## config.mk

```make
export PLATFORM = sky130hd
export DESIGN_NAME = spm_serial_core
export DESIGN_NICKNAME = d
export VERILOG_FILES = /design/src/rtl/spm_pkg.sv /design/src/rtl/spm_serial_core_csa_cell.sv /design/src/rtl/spm_serial_core.sv
export SDC_FILE = /design/constraint.sdc
export NUM_CORES = 1
export LEC_CHECK = 0
export CAP_MARGIN = 30
export CORE_UTILIZATION = 50
export CTS_CLUSTER_DIAMETER = 200
export CTS_CLUSTER_SIZE = 40
export DETAILED_ROUTE_END_ITERATION = 10
export GPL_ROUTABILITY_DRIVEN = 0
export PLACE_DENSITY = 0.83
export SLEW_MARGIN = 15
export SYNTH_ARGS = -nofsm -noshare
export SYNTH_HDL_FRONTEND = slang
export SYNTH_HIERARCHICAL = 1
export SYNTH_SLANG_ARGS = --single-unit
```

## constraint.sdc

```tcl
create_clock -name clk -period 2.84 [get_ports clk]
set_input_delay 0.426 -clock clk [delete_from_list [all_inputs] [get_ports clk]]
set_output_delay 0.426 -clock clk [all_outputs]
set_load 0.01 [all_outputs]
```

## src/rtl/spm_pkg.sv

```systemverilog
// rtl/spm_pkg.sv - shared constants and FSM state type for the bit-serial SPM core
package spm_pkg;

    localparam int SPM_N = 8;

    typedef enum logic [1:0] {
        IDLE = 2'd0,
        LOAD = 2'd1,
        RUN  = 2'd2
    } spm_state_e;

    // Counter width needed to count the 2n product bits of an n-bit operation
    function automatic int spm_cnt_width(input int n);
        return $clog2(2 * n);
    endfunction

    localparam int SPM_CNT_W = spm_cnt_width(SPM_N);

endpackage

```

## src/rtl/spm_serial_core_csa_cell.sv

```systemverilog
// rtl/spm_serial_core_csa_cell.sv - registered full adder cell of the carry-save chain
module spm_csa_cell (
    input  logic clk,
    input  logic rst,
    input  logic a,
    input  logic b,
    output logic sum
);

    logic sum_q, sum_d;
    logic carry_q, carry_d;

    // Add the partial-product bit and the neighbour's sum to the carry kept in this cell
    always_comb begin
        sum_d   = a ^ b ^ carry_q;
        carry_d = (a & b) | (a & carry_q) | (b & carry_q);
    end

    // Sum and carry registers
    always_ff @(posedge clk or posedge rst) begin
        if (rst) begin
            sum_q   <= 1'b0;
            carry_q <= 1'b0;
        end else begin
            sum_q   <= sum_d;
            carry_q <= carry_d;
        end
    end

    assign sum = sum_q;

endmodule

```

## src/rtl/spm_serial_core.sv

```systemverilog
// rtl/spm_serial_core.sv - bit-serial serial/parallel multiplier, LSB-first product stream; SPM_SIGNED_EN selects signed operands
module spm_serial_core
    import spm_pkg::*;
#(
    parameter int N = SPM_N
) (
    input  logic         clk,
    input  logic         rst,
    input  logic         start,
    input  logic [N-1:0] x,
    input  logic [N-1:0] y,
    output logic         busy,
    output logic         p_bit,
    output logic         p_valid,
    output logic         p_first,
    output logic         p_last,
    output logic         neg
);

    localparam int CNT_W = spm_cnt_width(N);
    localparam logic [CNT_W-1:0] LAST_CNT = CNT_W'(2 * N - 1);

    spm_state_e       state_q, state_d;
    logic [CNT_W-1:0] cnt_q, cnt_d;
    logic [N-1:0]     xm_q, xm_d;
    logic [2*N-1:0]   ysr_q, ysr_d;
    logic             neg_q, neg_d;

    logic [N-1:0]     x_mag;
    logic [N-1:0]     y_mag;
    logic             neg_calc;
    logic [N-1:0]     cell_a;
    logic [N-1:0]     cell_sum;
    logic             feed;

    // Operand magnitudes and product sign as seen at start acceptance
    always_comb begin
`ifdef SPM_SIGNED_EN
        x_mag    = x[N-1] ? (~x + {{(N-1){1'b0}}, 1'b1}) : x;
        y_mag    = y[N-1] ? (~y + {{(N-1){1'b0}}, 1'b1}) : y;
        neg_calc = (x[N-1] ^ y[N-1]) & (|x) & (|y);
`else
        x_mag    = x;
        y_mag    = y;
        neg_calc = 1'b0;
`endif
    end

    // Next-state logic: accept, one load cycle, then 2N run cycles shifting y out LSB first
    always_comb begin
        state_d = state_q;
        cnt_d   = cnt_q;
        xm_d    = xm_q;
        ysr_d   = ysr_q;
        neg_d   = neg_q;
        case (state_q)
            IDLE: begin
                if (start) begin
                    state_d = LOAD;
                    xm_d    = x_mag;
                    ysr_d   = {{N{1'b0}}, y_mag};
                    neg_d   = neg_calc;
                end
            end
            LOAD: begin
                cnt_d   = '0;
                ysr_d   = ysr_q >> 1;
                state_d = RUN;
            end
            RUN: begin
                ysr_d = ysr_q >> 1;
                if (cnt_q == LAST_CNT) begin
                    cnt_d   = '0;
                    state_d = IDLE;
                end else begin
                    cnt_d = cnt_q + 1'b1;
                end
            end
            default: begin
                state_d = IDLE;
                cnt_d   = '0;
            end
        endcase
    end

    // Control and operand registers
    always_ff @(posedge clk or posedge rst) begin
        if (rst) begin
            state_q <= IDLE;
            cnt_q   <= '0;
            xm_q    <= '0;
            ysr_q   <= '0;
            neg_q   <= 1'b0;
        end else begin
            state_q <= state_d;
            cnt_q   <= cnt_d;
            xm_q    <= xm_d;
            ysr_q   <= ysr_d;
            neg_q   <= neg_d;
        end
    end

    // The edge leaving LOAD already consumes y bit 0, so bit 0 lands in cell 0 as RUN begins.
    // The chain drains to all-zero after every full run (the product fits in 2N bits),
    // so it needs no explicit clear; feeding zeros in IDLE keeps it there.
    assign feed = (state_q != IDLE);

    // Partial-product bits for each cell
    always_comb begin
        cell_a = xm_q & {N{ysr_q[0] & feed}};
    end

    genvar gi;
    generate
        for (gi = 0; gi < N; gi++) begin : g_cell
            if (gi == N - 1) begin : g_top
                spm_csa_cell u_cell (
                    .clk (clk),
                    .rst (rst),
                    .a   (cell_a[gi]),
                    .b   (1'b0),
                    .sum (cell_sum[gi])
                );
            end else begin : g_mid
                spm_csa_cell u_cell (
                    .clk (clk),
                    .rst (rst),
                    .a   (cell_a[gi]),
                    .b   (cell_sum[gi+1]),
                    .sum (cell_sum[gi])
                );
            end
        end
    endgenerate

    assign busy    = (state_q != IDLE);
    assign p_valid = (state_q == RUN);
    assign p_first = (state_q == RUN) && (cnt_q == '0);
    assign p_last  = (state_q == RUN) && (cnt_q == LAST_CNT);
    assign p_bit   = cell_sum[0];
    assign neg     = neg_q;

endmodule

```

==> run metrics, run 1 <==
global-route usage over all layers=18.69%; CTS tree=yes; share of the yosys chip area belonging to registers=52.60%; most common cell after layout, fill and taps aside=dfrtp_1; PwrDens=1003 nW/um^2; RSZ-0062 raised after global routing=false; die height=62.13 um; Period Utilization, post-route=90.20%; CTS Buffer Depth=2; setup TNS=0 ns; mux cell area share after synthesis=8.720%; net count of the finished layout=208; cell depth of the worst flop-to-flop path=5; Via Count=1168; Worst-Skew Late Latency=0.35 ns; total DRC errors in the routed layout=0; VDD IR-drop max=713.5 uV; area of the die=3860 um^2; number of H-tree branching levels=2; post-layout minimum cycle time=2.562 ns; total gr overflow=0; total of hold buffers inserted after clock tree synthesis=0; I/O pin total=25; Avg WL per Cell=14.07 um; number of slew-limit violations in the final report=0; Die Span X=62.13 um; WL final=3137 um; worst endpoint required time=2.41 ns; mean area per synthesized cell=11.97 um^2; Resized Gates After CTS=0; chain of cells forming the critical path=inv_1, ha_1, inv_2, nor4b_1, clkdlybuf4s50_1; synthesized flop and latch total=38; number of buffers created by CTS=5; Clock Skew=0.006458 ns; vias per cell=5.238; dominant combinational cell family by area after synthesis=adder cells; slack of the worst reg-to-reg path=0.88 ns; # rows=21; Crit Path Category=register to output pin; Slowest-stage cell, CP=clkdlybuf4s50_1; # port buffers=23; total leakage power=0.0009492 uW; sort of element at the end of the critical path=output pin; top fanout value on the critical path=10; number of antenna violations at the first check in global routing=0; Detailed Routing Iterations Pass 1=4; share of cells above drive strength 1=15.25%; number of global-route vias before repair=1205; antenna viol nets, final=0; Post-Synth XOR/XNOR Area=0%; number of violations reported at the end of detailed-routing iteration 0=26; TritonCTS Sinks=38; area growth from synthesis to layout=17.79%; gate count of the mapped netlist=151; worst setup path endpoint=p_first; worst hold margin=0.4564 ns; netlist area before placement=1808 um^2; diode insertion count for antenna repair=0; pin count of the biggest net entering global routing=23; delay of the slowest cell on the worst path=0.58 ns; detailed placement HPWL=2298 um; global-route wire length before repair=5457 um; Yosys cell types=35; source of the worst register-to-register timing path=state_q[0]$_DFFE_PP0P_; max-cap viol count=0; fraction of the mapped netlist area in adder cells=12.32%; Yosys warning total=6; Hold Violations, Final=0; type of element launching the critical path=register; arrival time at the worst endpoint=2.14 ns; initial core utilization=53.34%; complex-gate fraction of the synthesized area=10.38%; total setup violations reported at the end of the flow=0; clock transition time at the flip-flop clock pins of the worst setup and hold paths=0.12 ns; start point of the critical path=state_q[0]$_DFFE_PP0P_; Clock Root Buffer=clkbuf_4; worst hold-check path type=input port to async pin; simple-gate share of the synthesized area=8.927%; Core Box Area=3390 um^2; fmax=0.3904 GHz; status=finished, final reports clean; FF-to-FF End=g_cell[2].g_mid.u_cell/sum$_DFF_PP0_; leading cell types in the layout, fill and taps excluded=38 x dfrtp_1, 23 x clkdlybuf4s50_1, 17 x inv_1; number of buffers inserted by post-CTS setup repair=0
==> sequential cells by signal, indices dropped and copies added, names as in the netlist <==
signal                       flops
g_cell.g_mid.u_cell/carry_q      7
xm_q                             8
g_cell.g_top.u_cell/carry_q      1
state_q                          2
cnt_q                            4
g_cell.g_top.u_cell/sum          1
ysr_q                            8
g_cell.g_mid.u_cell/sum          7
==> synth_stat cells <==
library cell | instances | area (um^2)
dfrtp_1 | 38 | 950.9
or4_1 | 1 | 7.510
ha_1 | 5 | 62.56
nor2_1 | 2 | 7.510
nor3_1 | 1 | 5.000
nand2b_1 | 1 | 6.260
inv_2 | 1 | 3.750
a31oi_1 | 1 | 6.260
clkbuf_1 | 1 | 3.750
nand4_1 | 1 | 6.260
o31ai_1 | 1 | 7.510
nand2_1 | 5 | 18.77
a21bo_2 | 1 | 10.01
nor2b_1 | 2 | 12.51
inv_1 | 17 | 63.81
a21oi_1 | 8 | 40.04
and2_1 | 8 | 50.05
mux2_2 | 14 | 157.7
nand3_1 | 2 | 10.01
a22o_1 | 1 | 8.760
buf_4 | 2 | 15.01
nand3b_1 | 1 | 7.510
buf_2 | 3 | 15.01
o21ai_1 | 1 | 5.000
fa_1 | 8 | 160.2
a211oi_1 | 1 | 7.510
and2b_1 | 1 | 7.510
nor4b_1 | 1 | 8.760
nor3b_1 | 1 | 7.510
nand2_2 | 1 | 6.260
o211ai_1 | 1 | 7.510
o22ai_1 | 12 | 75.07
conb_1 | 1 | 3.750
o21ai_0 | 4 | 20.02
buf_6 | 2 | 22.52
==> critical path, delay by kind of cell (launching register included) <==
| kind | cells | cell delay (ns) |
|---|---|---|
| adders and majority gates | 1 | 0.36 |
| buffers and inverters | 3 | 0.75 |
| DFF | 1 | 0.40 |
| and+or+nand+nor | 1 | 0.28 |
==> cells by family after synthesis <==
family | Yosys count
and+or+nand+nor | 28
adders and majority gates | 13
buffers and inverters | 26
DFF | 38
AOI/OAI and AO/OA | 31
muxes | 14
other | 1
==> where the power goes <==
part           internal (uW)  switching [uW]  total, uW
registers                778             129        907
logic                    464             461        925
clock network            119             184        303
==> how the worst min path moves through the flow <==
stage                              from                                  endpoint  slack [ns]
floorplan                           rst  g_cell[0].g_mid.u_cell/carry_q$_DFF_PP0_        0.17
global placement    xm_q[3]$_DFFE_PP0P_                       xm_q[3]$_DFFE_PP0P_        0.48
detailed placement  xm_q[2]$_DFFE_PP0P_                       xm_q[2]$_DFFE_PP0P_        0.49
CTS                                 rst  g_cell[2].g_mid.u_cell/carry_q$_DFF_PP0_        0.48
global route                        rst      g_cell[6].g_mid.u_cell/sum$_DFF_PP0_        0.52
finish                              rst      g_cell[5].g_mid.u_cell/sum$_DFF_PP0_        0.46
==> layer usage <==
layer,track usage [%],share of wire (%),vias to the layer above
li1,-,-,557
met1,22.10,41,585
met2,31.32,52,21
met3,5.515,4.6,5
met4,8.721,1.9,0
met5,0,0,-
==> cell type report <==
| class | instances | area, um^2 |
|---|---|---|
| multi-input combinational | 88 | 737.0 |
| fill | 267 | 1260 |
| inverter | 18 | 67.56 |
| clock buffer | 6 | 51.30 |
| timing repair buffer | 25 | 252.7 |
| clock inverter | 2 | 12.51 |
| sequential | 38 | 950.9 |
| tap | 46 | 57.56 |
==> metrics by stage <==
step	utilization, %	total power [uW]	instances	worst slack [ns]	area [um^2]
2_1_floorplan	-	1604	152	1.092	1812
3_3_place_gp	60.50	1764	214	0.7114	2051
3_5_place_dp	60.50	1843	214	0.6708	2051
4_1_cts	62.38	2149	222	0.2605	2115
5_1_grt	62.83	2306	223	0.1022	2130
6_report	62.83	2135	223	0.2783	2130
No activity file was read; power rests on OpenSTA's default activity.
==> run 2: changes to the inputs <==
--- a/config.mk
+++ b/config.mk
@@ -10,8 +10,9 @@
 export CTS_CLUSTER_DIAMETER = 200
 export CTS_CLUSTER_SIZE = 40
 export DETAILED_ROUTE_END_ITERATION = 10
+export DONT_BUFFER_PORTS = 1
 export GPL_ROUTABILITY_DRIVEN = 0
-export PLACE_DENSITY = 0.83
+export PLACE_DENSITY = 0.74
 export SLEW_MARGIN = 15
 export SYNTH_ARGS = -nofsm -noshare
 export SYNTH_HDL_FRONTEND = slang
==> run 2 against run 1 <==
Against the previous run: sequential power up 0.7%; total power shrank 4.2%; worst setup slack improved by 0.23 ns; core utilization down 5.9 points; sequential cell count stayed put; via count down 6.0%; sequential share of layout area is 4.7 points higher; largest power group is now sequential cells; routed wire length fell by 2.7%; design area shrank 9.5%.
==> run metrics, run 2 (synthesis gave the netlist of run 1 again) <==
die height=62.13 um (unchanged); pin count of the biggest net entering global routing=26 (was 23); diode insertion count for antenna repair=0 (unchanged); internal power of the cells=1299 uW (was 1361 uW); net count of the finished layout=187 (was 208); Detailed Routing Iterations Pass 1=4 (unchanged); RSZ-0062 raised after global routing=false (unchanged); status=finished, final reports clean (unchanged); total leakage power=0.0008751 uW (was 0.0009492 uW); top fanout value on the critical path=10 (unchanged); vias per cell=5.436 (was 5.238); # rows=21 (unchanged); # port buffers=0 (was 23); number of buffers inserted by post-CTS setup repair=0 (unchanged); VDD IR-drop max=513.7 uV (was 713.5 uV); sw frac=36.51% (was 36.26%); cell depth of the worst flop-to-flop path=5 (unchanged); Max-Slew Margin vs Limit=59.43%; Clock Root Buffer=clkbuf_4 (unchanged); share of cells above drive strength 1=16.67% (was 15.25%); number of global-route vias before repair=1186 (was 1205); clock transition time at the flip-flop clock pins of the worst setup and hold paths=0.11 ns (was 0.12 ns); largest registers=xm_q (8), ysr_q (8) (unchanged); final core area utilization=56.88% (was 62.83%); I/O pin total=25 (unchanged); TritonCTS Sinks=38 (unchanged); number of antenna violations at the first check in global routing=0 (unchanged); most common cell after layout, fill and taps aside=dfrtp_1 (unchanged); worst hold-check path type=input port to register (was input port to async pin); Crit Path Category=register to output pin (unchanged); power spent charging and discharging nets=746.9 uW (was 774.2 uW); number of violations reported at the end of detailed-routing iteration 0=38 (was 26); total of hold buffers inserted after clock tree synthesis=1 (was 0); fraction of power consumed by sequential logic=44.6% (was 42.5%); CTS Buffer Depth=2 (unchanged); arrival time at the worst endpoint=1.91 ns (was 2.14 ns); post-layout minimum cycle time=2.336 ns (was 2.562 ns); Hold Violations, Final=0 (unchanged); sort of element at the end of the critical path=output pin (unchanged); type of element launching the critical path=register (unchanged); total gr overflow=0 (unchanged); WL final=3053 um (was 3137 um); Resized Gates After CTS=0 (unchanged); number of buffers created by CTS=5 (unchanged); max-cap viol count=0 (unchanged); pin slew with the least headroom to its limit=0.6001 ns; Clk pwr share=14.4% (was 14.2%); Period Utilization, post-route=82.26% (was 90.20%); leading cell types in the layout, fill and taps excluded=38 x dfrtp_1, 17 x inv_1, 14 x mux2_2 (was 38 x dfrtp_1, 23 x clkdlybuf4s50_1, 17 x inv_1); CTS tree=yes (unchanged); Avg WL per Cell=15.11 um (was 14.07 um); worst hold margin=0.2248 ns (was 0.4564 ns); Clock Skew=0.01195 ns (was 0.006458 ns); antenna viol nets, final=0 (unchanged); global-route usage over all layers=18.64% (was 18.69%); worst endpoint required time=2.41 ns (about the same); Worst-Skew Late Latency=0.35 ns (about the same); total setup violations reported at the end of the flow=0 (unchanged); fmax=0.4280 GHz (was 0.3904 GHz); number of slew-limit violations in the final report=0 (unchanged); initial core utilization=53.34% (unchanged); detailed placement HPWL=2197 um (was 2298 um); combinational power share=40.9% (was 43.3%); setup TNS=0 ns (unchanged); Die Span X=62.13 um (unchanged); total DRC errors in the routed layout=0 (unchanged); Cells on Worst Hold Path=1; number of filler instances in the final layout=287 (was 267); global-route wire length before repair=5437 um (was 5457 um); PwrDens=1061 nW/um^2 (was 1003 nW/um^2); number of H-tree branching levels=2 (unchanged); area growth from synthesis to layout=6.644% (was 17.79%); Core Box Area=3390 um^2 (unchanged); area of the die=3860 um^2 (unchanged); Via Count=1098 (was 1168)
[run 2: worst paths after layout]
path,slack [ns],endpoint,from
max reg2reg,1.02,g_cell[4].g_mid.u_cell/sum$_DFF_PP0_,state_q[1]$_DFFE_PP0P_
min reg2reg,0.51,xm_q[7]$_DFFE_PP0P_,xm_q[7]$_DFFE_PP0P_
max in group asynchronous,1.93,xm_q[2]$_DFFE_PP0P_,rst
min,0.22,xm_q[2]$_DFFE_PP0P_,x[2]
min in group asynchronous,0.51,g_cell[6].g_mid.u_cell/sum$_DFF_PP0_,rst
max,0.50,p_first,state_q[0]$_DFFE_PP0P_
[run 2: routing by layer]
| metal | part of all wire (%) | wire length (um) | track usage, % | vias up |
|---|---|---|---|---|
| met2 | 51 | 1562 | 30.49 | 19 |
| li1 | - | - | - | 513 |
| met4 | 2.1 | 63 | 8.721 | 0 |
| met3 | 4.7 | 145 | 6.618 | 6 |
| met1 | 42 | 1280 | 21.93 | 560 |
| met5 | 0 | 0 | 0 | - |
[run 2: layout make-up]
cell class,count,area (um^2),share of cell area (%)
clock inverters,1,5.005,0.2596
repair buffers,4,55.05,2.855
clock buffers,7,55.05,2.855
well taps,46,57.56,2.985
inverters,18,67.56,3.504
multi-input cells,88,737.0,38.22
flip-flops and latches,38,950.9,49.32
[run 2: power by group through the flow]
stage          Clock [uW]  Combinational (uW)  Sequential [uW]
6_report              296                 837              913
5_1_grt               328                 964              944
4_1_cts               306                 848              918
3_5_place_dp            0                 841              930
3_3_place_gp            0                 767              911
2_1_floorplan           0                 714              890
[run 2: critical path: stages, from the launching register on]
cell	delay [ns]
dfrtp_1	0.40
inv_1	0.11
ha_1	0.41
inv_2	0.08
nor4b_1	0.56
[run 2: per-stage QoR]
stage / cell area, um^2 / setup slack, ns / power (uW) / std cells
2_1_floorplan: 1812 / 1.092 / 1604 / 152
3_3_place_gp: 1821 / 0.9331 / 1678 / 191
3_5_place_dp: 1821 / 0.8730 / 1771 / 191
4_1_cts: 1891 / 0.4658 / 2071 / 200
5_1_grt: 1928 / 0.3073 / 2236 / 202
6_report: 1928 / 0.5037 / 2046 / 202
==> RTL edit 1: new RTL, flow settings as in run 1 <==
Encoding of `spm_state_e`: now one-hot (3 bits for 3 states).
--- a/src/rtl/spm_pkg.sv
+++ b/src/rtl/spm_pkg.sv
@@ -5,6 +5,6 @@
 
-    typedef enum logic [1:0] {
-        IDLE = 2'd0,
-        LOAD = 2'd1,
-        RUN  = 2'd2
+    typedef enum logic [2:0] {
+        IDLE = 3'b001,
+        LOAD = 3'b010,
+        RUN  = 3'b100
     } spm_state_e;
Check against the original RTL: same outputs for any inputs over 10 cycles, from zero or initial values and one cycle with rst high; not proved beyond that.
==> RTL edit 1 against run 1 <==
  * Sequential share of layout area increased by 2.5 points
  * Total power down 12%
  * Synthesized area shrank 4.1%
  * Fmax decreased by 0.76%
  * Setup slack lost 20 ps
  * Wire length fell by 10%
  * Sequential power is 5.4% higher
  * Critical path depth decreased by 2
  * Sequential cell count is 1 higher
  * Design area is 2.7% lower
  * Critical path type unchanged
  * Largest cell class unchanged
  * Largest power group is now registers
==> RTL edit 1: results (changes against run 1) <==
Vias in the first global route - 1051 (was 1205)
Mean Syn Cell Area - 13.7 um^2 (was 12.0 um^2)
Worst hold-check path type - in2async (unchanged)
Biggest regs - xm_q: 8 flops, ysr_q: 8 flops (unchanged)
Least-Margin Pin Slew - 652 ps
Clk root buf - clkbuf_4 (unchanged)
Non-Filler Instances - 203 (was 223)
Gr usage total - 18.5% (was 18.7%)
Setup bufs post-CTS - 0 (unchanged)
Status - completed (unchanged)
I/O Buffers - 23 (unchanged)
Ys async rst share - 100% (unchanged)
Worst vdd ir - 0.471 mV (was 0.714 mV)
Largest net degree at the start of global routing - 24 (was 23)
Synthesis Warnings - 6 (unchanged)
Placed Instances - 194 (was 214)
Crit path DAT - 2160 ps (was 2140 ps)
Post-CTS resize count - 0 (unchanged)
Antenna violations before repair - 0 (unchanged)
Most frequent cells after synthesis - dfrtp_1 (38), mux2_2 (20), inv_1 (14), and2_1 (9), fa_1 (8) (was dfrtp_1 (38), inv_1 (17), mux2_2 (14), o22ai_1 (12))
Htree depth - 2 (unchanged)
Clock-pin slew on the worst setup and hold paths - 110 ps
Initial DRT Pass Iterations - 4 (unchanged)
Post-DP HPWL - 2170 um (was 2300 um)
First-pass GRT wire length - 4600 um (was 5460 um)
Clock latency on the worst-skew pair - 340 ps
Avg Vias per Cell - 4.88 (was 5.24)
Iteration-0 DRC Markers - 7 (was 26)
Largest cells by area after synthesis - dfrtp_1 (55%), mux2_2 (13%), fa_1 (9.2%) (was dfrtp_1 (53%), fa_1 (8.9%), mux2_2 (8.7%))
Nets - 185 (was 208)
Post-synthesis sequential area ratio - 56.3% (was 52.6%)
# Max-Cap Violations - 0 (unchanged)
Static leakage - 0.944 nW (was 0.949 nW)
Post-synth cell types - 28 (was 35)
CTS max path bufs - 2 (unchanged)
Ant diodes - 0 (unchanged)
Ys flop type - dfrtp_1 (unchanged)
WL final - 2810 um (was 3140 um)
Clk_skew - 6.77 ps (was 6.46 ps)
Layout cells sized above 1 - 19.7% (was 15.3%)
Worst Path Max Fanout - 6 (was 10)
CTS buffer count - 5 (unchanged)
-- RTL edit 1: cell count changes in the layout (fill, tap and decap cells not counted), moves of 2 or more --
cell	change
o22ai_1	-12
clkbuf_1	+2
mux2_1	+2
inv_1	-3
a21oi_1	-6
and3_1	+2
mux2_2	+6
ha_1	-3
-- RTL edit 1: logic make-up after synthesis --
family                     after synthesis  share of synthesized area [%]
muxes                                   23                           14.9
and+or+nand+nor                         27                           9.67
other                                    1                          0.216
DFF                                     39                           56.3
buffers and inverters                   18                           5.05
xor gates and xnor gates                 1                          0.505
AOI/OAI and AO/OA                        8                           2.67
adders and majority gates               10                           10.7
-- RTL edit 1: worst paths after layout --
kind                             from                          to  slack (ps)  cells after the start
min reg2reg                   xm_q[4]                     xm_q[4]         520                      1
min                               rst  g_cell[2].g_mid.u_cell/sum         470                      2
max                        state_q[0]                        busy         260                      3
min in group clk              xm_q[4]                     xm_q[4]         520                      1
max in group asynchronous         rst                  state_q[0]        1660                      3
max reg2reg                state_q[0]  g_cell[2].g_mid.u_cell/sum         570                      4
-- RTL edit 1: routing by layer --
| metal | wire (um) | track usage [%] |
|---|---|---|
| met5 | 0 | 0 |
| met4 | 60 | 8.44 |
| met3 | 114 | 6.61 |
| met2 | 1390 | 30.1 |
| met1 | 1240 | 22.1 |
-- RTL edit 1: area by class of cell --
class                           instances  area [um^2]
Clock buffer                            7         45.0
Clock inverter                          1         5.00
Fill cell                             271         1260
Inverter                               14         52.6
Multi-Input combinational cell         71          682
Sequential cell                        39          977
Tap cell                               46         57.6
Timing Repair Buffer                   25          253
-- RTL edit 1: per-stage QoR --
stage,power [mW],worst slack (ps),instance area [um^2]
floorplan,1.42,964,1740
global placement,1.56,673,2010
detailed placement,1.64,548,2010
CTS,1.91,241,2060
global route,2.04,146,2070
finish,1.87,259,2070
-- RTL edit 1: power breakdown --
part	internal, mW	total [mW]	leakage (nW)	switching [mW]
sequential	0.814	0.956	0.483	0.142
combinational	0.377	0.652	0.432	0.275
clock	0.0965	0.265	0.0293	0.169
total	1.29	1.87	0.944	0.585
-- RTL edit 1: critical path: stages (launching register included) --
cell and delay, ps:
dfstp_2 600, nor3b_1 570, inv_1 140, clkdlybuf4s50_1 510
==> RTL edit 2: new RTL, flow settings as in run 1 <==
Made on the original files. The option `SPM_SIGNED_EN` is turned on by a define.
--- a/src/rtl/spm_serial_core.sv
+++ b/src/rtl/spm_serial_core.sv
@@ -1,2 +1,4 @@
 // rtl/spm_serial_core.sv - bit-serial serial/parallel multiplier, LSB-first product stream; SPM_SIGNED_EN selects signed operands
+`define SPM_SIGNED_EN
+
 module spm_serial_core
Check against the original RTL: not equivalent (Yosys sat finds a counterexample within 4 cycles, from zero or initial values and one cycle with rst high).
==> RTL edit 2 against run 1 <==
  * Setup slack better by 170 ps
  * Worst hold slack better by 18 ps
  * Synthesized area is 13% higher
  * Via count is 27% higher
  * Final cell count is 25% higher
  * Register-to-register slack better by 80 ps
  * Wire length is 19% higher
  * Clock power is 34% higher
  * Combinational power is 7.6% lower
  * Highest routed layer unchanged
  * Sequential cell count is 1 higher
  * Design area is 15% higher
  * Total power is 0.70% higher
==> RTL edit 2: results (changes against run 1) <==
Worst Path Max Fanout - 6 (was 10)
Gr usage total - 20.3% (was 18.7%)
Status - completed (unchanged)
First-pass GRT wire length - 6370 um (was 5460 um)
Initial DRT Pass Iterations - 4 (unchanged)
CP delay by family, top - buffers and inverters (unchanged)
Setup bufs post-CTS - 0 (unchanged)
Layout cells sized above 1 - 6.93% (was 15.3%)
Iteration-0 DRC Markers - 65 (was 26)
Biggest regs - xm_q: 8 flops, ysr_q: 8 flops (unchanged)
Largest cells by area after synthesis - dfrtp_1 (48%), fa_1 (7.8%), ha_1 (4.3%) (was dfrtp_1 (53%), fa_1 (8.9%), mux2_2 (8.7%))
Worst vdd ir - 0.474 mV (was 0.714 mV)
Antenna violations before repair - 0 (unchanged)
Post-Place Cell Area - 2340 um^2 (was 2050 um^2)
Htree depth - 2 (unchanged)
Post-CTS resize count - 0 (unchanged)
Post-DP HPWL - 2820 um (was 2300 um)
Ys async rst share - 100% (unchanged)
Post-synthesis sequential area ratio - 47.7% (was 52.6%)
Final Slew Violations - 0 (unchanged)
Vias in the first global route - 1392 (was 1205)
Static leakage - 1.12 nW (was 0.949 nW)
Syn nets - 236
Clk root buf - clkbuf_8 (was clkbuf_4)
Post-synth cell types - 38 (was 35)
Vias - 1482 (was 1168)
CTS max path bufs - 2 (unchanged)
Slowest-stage cell, CP - clkdlybuf4s50_1 (unchanged)
Clock-pin slew on the worst setup and hold paths - 70 ps (was 120 ps)
Most frequent cells after synthesis - dfrtp_1 (39), inv_1 (23), nand2_1 (18), o21ai_0 (17), nor2_1 (11) (was dfrtp_1 (38), inv_1 (17), mux2_2 (14), o22ai_1 (12))
Pre-CTS setup slack - 761 ps (was 671 ps)
Synthesis Warnings - 6 (unchanged)
CTS buffer count - 5 (unchanged)
Largest net degree at the start of global routing - 24 (was 23)
Wirelength per Cell - 13.4 um (was 14.1 um)
Worst hold-check path type - reg2reg (was in2async)
Clock latency on the worst-skew pair - 290 ps (was 350 ps)
Crit path DAT - 1960 ps (was 2140 ps)
I/O Buffers - 24 (was 23)
Ant diodes - 0 (unchanged)
Endpoints failing setup - 0 (unchanged)
Clk_skew - 2.73 ps (was 6.46 ps)
Worst stage delay on the critical path - 580 ps (about the same)
Nets - 264 (was 208)
-- RTL edit 2: cell types whose count changed in the layout (fill, tap and decap cells not counted), moves of 3 or more --
cell and delta:
inv_1 +6, xor2_1 +3, mux2_2 -14, clkbuf_4 -5, xnor2_1 +6, o21ai_0 +13
nand3_1 +8, nand2_1 +13, o22ai_1 -10, o221a_2 +3, clkbuf_8 +6, nor2_1 +9
mux2i_1 +4
-- RTL edit 2: cell type report --
cell class	count	area, um^2
Tap cell	48	60.1
Multi-Input combinational cell	134	957
Inverter	23	86.3
Fill cell	324	1360
Timing Repair Buffer	27	263
Clock buffer	8	100
Sequential cell	39	976
-- RTL edit 2: tightest hold or removal path, cell delays in order, from the launching register on --
cell and delay [ps]:
dfrtp_1 330, nand2_1 50, o21ai_0 60
-- RTL edit 2: logic make-up after synthesis --
| logic type | share of synthesized area [%] |
|---|---|
| AO/OA/AOI/OAI | 14.1 |
| XOR/XNOR | 3.85 |
| adder cells (fa/ha/maj) | 12.1 |
| buffers and inverters | 5.50 |
| flip-flops | 47.7 |
| multiplexers | 1.96 |
| other | 0.183 |
| AND/OR/NAND/NOR | 14.6 |
-- RTL edit 2: final timing paths --
kind / startpoint / to / slack, ps / cells after the start
min: xm_q[0] / xm_q[0] / 470 / 2
max: state_q[0] / p_first / 450 / 5
min in group asynchronous: rst / g_cell[5].g_mid.u_cell/carry_q / 550 / 2
max in group asynchronous: rst / xm_q[7] / 1860 / 3
max reg2reg: state_q[0] / g_cell[1].g_mid.u_cell/sum / 960 / 5
min reg2reg: xm_q[0] / xm_q[0] / 470 / 2
-- RTL edit 2: per-stage QoR --
stage,power (mW),instances
after floorplan,1.47,202
after global placement,1.71,271
after detailed placement,1.76,271
after CTS,2.17,279
after global routing,2.32,279
final,2.15,279
-- RTL edit 2: power breakdown --
group | internal [mW] | total [mW] | switching [mW]
Sequential | 0.768 | 0.888 | 0.120
Clock | 0.222 | 0.407 | 0.185
Combinational | 0.389 | 0.855 | 0.466
Total | 1.38 | 2.15 | 0.772
-- RTL edit 2: metal layers --
metal | track usage [%] | part of all wire [%]
met5 | 0 | 0
met4 | 7.98 | 1.6
met1 | 27.1 | 48
met2 | 31.5 | 47
met3 | 5.69 | 3.5
